--- config.mk ---
export PLATFORM = sky130hd
export DESIGN_NAME = rca_nibble_seq_ctrl
export DESIGN_NICKNAME = d
export VERILOG_FILES = /design/src/rtl/rca_seq_pkg.sv /design/src/rtl/rca_nib_slice.sv /design/src/rtl/rca_nibble_seq_ctrl.sv
export SDC_FILE = /design/constraint.sdc
export NUM_CORES = 1
export LEC_CHECK = 0
export ABC_CLOCK_PERIOD_IN_PS = 2800
export CORE_UTILIZATION = 30
export CTS_CLUSTER_DIAMETER = 200
export CTS_CLUSTER_SIZE = 14
export DETAILED_ROUTE_END_ITERATION = 16
export PLACE_DENSITY = 0.59
export SETUP_SLACK_MARGIN = 0.15
export SLEW_MARGIN = 40
export SYNTH_ARGS = -nofsm -noshare
export SYNTH_HDL_FRONTEND = slang
export SYNTH_SLANG_ARGS = --single-unit
export TNS_END_PERCENT = 100
--- constraint.sdc ---
create_clock -name clk -period 2.8 [get_ports clk]
set_input_delay 0.42 -clock clk [delete_from_list [all_inputs] [get_ports clk]]
set_output_delay 0.42 -clock clk [all_outputs]
set_load 0.05 [all_outputs]
--- src/rtl/rca_seq_pkg.sv ---
// Shared types and helpers for the nibble-serial adder sequencer.
// Holds the FSM state encoding, nibble width and index-width helper.
package rca_seq_pkg;

    typedef enum logic [1:0] {
        IDLE = 2'd0,
        RUN  = 2'd1,
        DONE = 2'd2
    } state_t;

    localparam int NIB_W = 4;

    // Width of a counter that indexes n items; never narrower than 1 bit.
    function automatic int clog2(input int n);
        int w;
        w = 0;
        while ((1 << w) < n) w++;
        return (w == 0) ? 1 : w;
    endfunction

endpackage

--- src/rtl/rca_nib_slice.sv ---
// Combinational 4-bit ripple-carry slice: a full-adder chain with carry-in.
// Zero latency; no flow control.
module rca_nib_slice (
    input  logic [3:0] x,
    input  logic [3:0] y,
    input  logic       ci,
    output logic       co,
    output logic [3:0] sum
);

    logic [4:0] c;

    assign c[0] = ci;

    for (genvar i = 0; i < 4; i++) begin : g_fa
        assign sum[i]  = x[i] ^ y[i] ^ c[i];
        assign c[i+1]  = (x[i] & y[i]) | (c[i] & (x[i] ^ y[i]));
    end

    assign co = c[4];

endmodule

--- src/rtl/rca_nibble_seq_ctrl.sv ---
// Nibble-serial adder: one 4-bit slice reused LSB-first, carry held in a register between nibbles.
// Latency: result valid WIDTH/4 cycles after accept; optional ovf output via RCA_SEQ_OVF_FLAG_EN.
// Backpressure: no new accept until the result is taken; s/cout held while out_ready is low.
module rca_nibble_seq_ctrl
    import rca_seq_pkg::*;
#(
    parameter int WIDTH = 16
) (
    input  logic             clk,
    input  logic             rst,
    input  logic             in_valid,
    output logic             in_ready,
    input  logic [WIDTH-1:0] a,
    input  logic [WIDTH-1:0] b,
    input  logic             cin,
    output logic             out_valid,
    input  logic             out_ready,
    output logic [WIDTH-1:0] s,
    output logic             cout,
`ifdef RCA_SEQ_OVF_FLAG_EN
    output logic             ovf,
`endif
    output logic             busy
);

    localparam int NNIB  = WIDTH / NIB_W;
    localparam int IDX_W = clog2(NNIB);
    localparam logic [IDX_W-1:0] LAST = IDX_W'(NNIB - 1);

    state_t            state;
    state_t            state_nxt;
    logic [WIDTH-1:0]  a_reg;
    logic [WIDTH-1:0]  b_reg;
    logic              carry;
    logic [IDX_W-1:0]  idx;
    logic [NIB_W-1:0]  sl_x;
    logic [NIB_W-1:0]  sl_y;
    logic [NIB_W-1:0]  sl_sum;
    logic              sl_co;

    assign sl_x = a_reg[idx*NIB_W +: NIB_W];
    assign sl_y = b_reg[idx*NIB_W +: NIB_W];

    rca_nib_slice u_slice (
        .x   (sl_x),
        .y   (sl_y),
        .ci  (carry),
        .co  (sl_co),
        .sum (sl_sum)
    );

    always_ff @(posedge clk) begin
        if (rst) state <= IDLE;
        else     state <= state_nxt;
    end

    always_comb begin
        state_nxt = state;
        case (state)
            IDLE:    if (in_valid)    state_nxt = RUN;
            RUN:     if (idx == LAST) state_nxt = DONE;
            DONE:    if (out_ready)   state_nxt = IDLE;
            default:                  state_nxt = IDLE;
        endcase
    end

    always_comb begin
        in_ready  = (state == IDLE);
        out_valid = (state == DONE);
        busy      = (state == RUN) || (state == DONE);
    end

    // Upper nibbles of s keep stale data until overwritten; only the DONE value matters.
    always_ff @(posedge clk) begin
        if (rst) begin
            a_reg <= '0;
            b_reg <= '0;
            carry <= 1'b0;
            idx   <= '0;
            s     <= '0;
            cout  <= 1'b0;
`ifdef RCA_SEQ_OVF_FLAG_EN
            ovf   <= 1'b0;
`endif
        end else begin
            case (state)
                IDLE: begin
                    if (in_valid && in_ready) begin
                        a_reg <= a;
                        b_reg <= b;
                        carry <= cin;
                        idx   <= '0;
                    end
                end
                RUN: begin
                    s[idx*NIB_W +: NIB_W] <= sl_sum;
                    carry                 <= sl_co;
                    idx                   <= idx + 1'b1;
                    if (idx == LAST) begin
                        cout <= sl_co;
`ifdef RCA_SEQ_OVF_FLAG_EN
                        ovf  <= (a_reg[WIDTH-1] == b_reg[WIDTH-1]) &&
                                (sl_sum[NIB_W-1] != a_reg[WIDTH-1]);
`endif
                    end
                end
                default: ;
            endcase
        end
    end

endmodule

==> PnR_summary.wiki <==
{| class="wikitable"
! Metric !! Value
|-
| Status || complete, no violations
|-
| Post-synthesis sequential area ratio || 42.88%
|-
| Power per cell area || 739.7 nW/um^2
|-
| Total vias in the final route || 2066
|-
| NumNets Final || 386
|-
| Number of instances in the synthesized netlist || 285
|-
| Clock period minus worst slack || 2.689 ns
|-
| Remaining max-slew budget at the tightest pin || 53.07%
|-
| Classification of the worst-slack hold path || in -> reg
|-
| Fin Hold WS || 0.4169 ns
|-
| Crit path max-delay cell type || mux4_2
|-
| Number of setup violations in the final report || 0
|-
| Die area || 8774 um^2
|-
| Crit path launch type || register
|-
| GRT Resource Usage Total || 14.13%
|-
| Number of hold buffers added after cts || 0
|-
| Post-route clock skew || 0.01013 ns
|-
| Synthesized net count || 335
|-
| Number of input and output port buffers inserted || 56
|-
| Fraction of final layout cells sized beyond drive strength 1 || 11.57%
|-
| Final cycle utilization of the critical path || 96.03%
|-
| Average footprint of a synthesized cell || 8.846 um^2
|-
| Half-perimeter wire length of the detailed placement result || 4041 um
|-
| Clk Latency, worst-skew pair || 0.31 ns
|-
| Number of different library cells in the post-synthesis netlist || 33
|-
| Highest cell delay on the worst timing path || 0.50 ns
|-
| Via density per instance || 4.674
|-
| Clock-pin slew reported for the worst setup and hold paths after clock tree synthesis || 0.10 ns
|-
| Number of antenna violations at the first check in global routing || 0
|-
| Type of the setup path with the least slack || reg -> reg
|-
| Starting density of the core || 30.84%
|-
| Boundary pin count || 57
|-
| FF+latch count, synth || 54
|-
| Std cell rows || 33
|-
| Bufs and invs on worst path || 4
|-
| Finished Cell Area || 3307 um^2
|-
| Measured slew at the worst slew-check pin || 0.7040 ns
|-
| Max Root-Sink Buffers || 2
|-
| CP endpoint kind || register
|-
| Via count of the first global-routing pass || 2014
|-
| Final global-route overflow total || 0
|-
| Worst IR Drop VDD || 0.2841 mV
|-
| Instance area at placement || 3151 um^2
|-
| Final Routed Wirelength || 5661 um
|-
| Starting DRC count in detailed routing || 63
|-
| Post-synthesis cell area || 2521 um^2
|-
| Number of endpoints with negative hold slack in the final report || 0
|-
| Post-route DRC violation count || 0
|-
| Largest delay contributor family on the critical path || adder cells
|-
| Leak Pwr || 0.001202 uW
|-
| Number of buffers inserted during clock tree synthesis || 5
|-
| Drt wl/cell || 12.81 um
|-
| Achievable clock frequency || 371.9 MHz
|-
| Area growth from synthesis to final layout || 31.17%
|-
| Yosys Warn Count || 0
|-
| Number of sinks on the clock net || 54
|-
| Max Slew Vio Count || 0
|-
| Final Core Density || 40.45%
|-
| Final weighted congestion of routability-driven global placement || 0.7903
|-
| Max_cap viols || 0
|-
| Data arrival time of the worst path || 2.88 ns
|-
| Largest net degree at the start of global routing || 45
|-
| Clk Tree Root Cell || clkbuf_8
|-
| Number of search-and-repair iterations in the first detailed-routing pass || 6
|-
| Die Y-Extent || 93.67 um
|-
| Remaining number of nets flagged by the antenna check after routing || 0
|-
| RSZ-0062 raised after global routing || true
|-
| Maximum fanout along the worst path || 4
|-
| Required time of the worst setup path || 2.99 ns
|-
| TritonCTS clock tree || yes
|-
| Ordered list of cells on the worst path || mux4_2 > inv_2 > fa_1 > inv_1 > fa_2 > inv_2 > fa_2 > inv_2 > fa_2 > mux2_4 > o221ai_2 > a21oi_2
|-
| Antenna diode count || 0
|-
| Max H-tree Level || 2
|-
| Horizontal extent of the die || 93.67 um
|-
| Area of the core || 8175 um^2
|-
| Wire length of the first global-routing pass || 9584 um
|}
-- layer usage --
layer / part of all wire (%) / vias to the layer above / wire length (um) / track usage [%]
met3: 3.4 / 4 / 191 / 3.074
met2: 47 / 40 / 2635 / 22.98
met5: 0 / - / 0 / 0
li1: - / 1061 / - / -
met1: 49 / 961 / 2780 / 18.59
met4: 0.97 / 0 / 55 / 4.615
-- cell type report --
type	instances	area, um^2
fill	864	4868
multi-input combinational	197	1311
sequential	54	1086
timing repair buffer	63	608.1
tap	105	131.4
clock buffer	5	68.82
inverter	15	56.30
clock inverter	3	45.04
-- stage by stage --
| stage | instances | TNS (ns) | setup slack [ns] | total power (uW) |
|---|---|---|---|---|
| after floorplan | 285 | -0.03196 | -0.03196 | 1667 |
| after global placement | 433 | 0 | 0.07124 | 1899 |
| after detailed placement | 433 | 0 | 0.02212 | 1905 |
| after CTS | 442 | 0 | 0.08402 | 2456 |
| after global routing | 442 | -0.02241 | -0.01538 | 2609 |
| final | 442 | 0 | 0.1111 | 2446 |
-- power breakdown --
part	switching [uW]	internal, uW	total, uW
clock network	256	266	523
logic	577	398	975
registers	65.9	882	948
total	899	1550	2450
-- placed cells by master, fill, tap and decap left out, drive strengths merged, types with 2 or more instances in the layout --
cell,Yosys,layout
a21oi,42,42
a22oi,4,4
a32oi,7,7
and3b,3,3
buf,9,8
clkbuf,10,5
clkdlybuf4s50,0,55
clkinvlp,0,2
dfxtp,54,54
fa,4,4
ha,9,9
inv,15,15
mux2i,3,3
mux4,8,8
nand2,83,83
nand2b,3,3
nand3,2,2
nand4,2,2
nor2,10,10
nor2b,2,2
nor3b,2,2
or3,4,4
-- kinds of logic (layout without fill, tap and decap cells) --
logic type,count (synthesis),count (layout),share of synthesized area [%]
AND/OR/NAND/NOR,115,115,19.70
flip-flops,54,54,42.88
adder cells (fa/ha/maj),13,13,7.643
multiplexers,12,12,9.826
buffers and inverters,34,86,6.551
AO/OA/AOI/OAI,57,57,13.40
-- worst paths after layout --
| kind | cells past startpoint | end | slack (ns) | from |
|---|---|---|---|---|
| max | 12 | carry | 0.11 | idx[0] |
| min | 2 | idx[0] | 0.42 | rst |
| max reg2reg | 12 | carry | 0.11 | idx[0] |
| min reg2reg | 2 | b_reg[7] | 0.46 | b_reg[7] |
-- synth_stat cells --
cell / instances / area (um^2)
buf_2: 3 / 15.01
and3b_1: 3 / 26.28
o221ai_1: 1 / 8.760
nand2b_1: 3 / 18.77
inv_1: 15 / 56.30
nor2b_1: 2 / 12.51
mux2i_1: 3 / 30.03
and2b_1: 1 / 7.510
buf_4: 4 / 30.03
fa_1: 4 / 80.08
buf_8: 1 / 15.01
nand4_1: 2 / 12.51
o21a_1: 1 / 7.510
nor2_1: 10 / 37.54
or2_2: 1 / 6.260
dfxtp_1: 54 / 1081
nor3b_1: 2 / 15.01
nand2_1: 83 / 311.6
buf_6: 1 / 11.26
mux4_1: 7 / 183.9
or3_1: 4 / 25.02
and2_1: 1 / 6.260
nand3b_1: 1 / 7.510
mux2_2: 1 / 11.26
o21ai_0: 1 / 5.000
mux4_2: 1 / 22.52
a221oi_2: 1 / 15.01
a32oi_1: 7 / 61.31
a21oi_1: 42 / 210.2
nand3_1: 2 / 10.01
clkbuf_1: 10 / 37.54
ha_1: 9 / 112.6
a22oi_1: 4 / 30.03
-- what timing repair did --
item                       in CTS  in global routing
setup endpoints to repair       9                  9
cloned                          0                  0
resized for setup              11                  7
pin swaps                       3                  6
buffers inserted                1                  0
(Power assumes the default switching activity.)
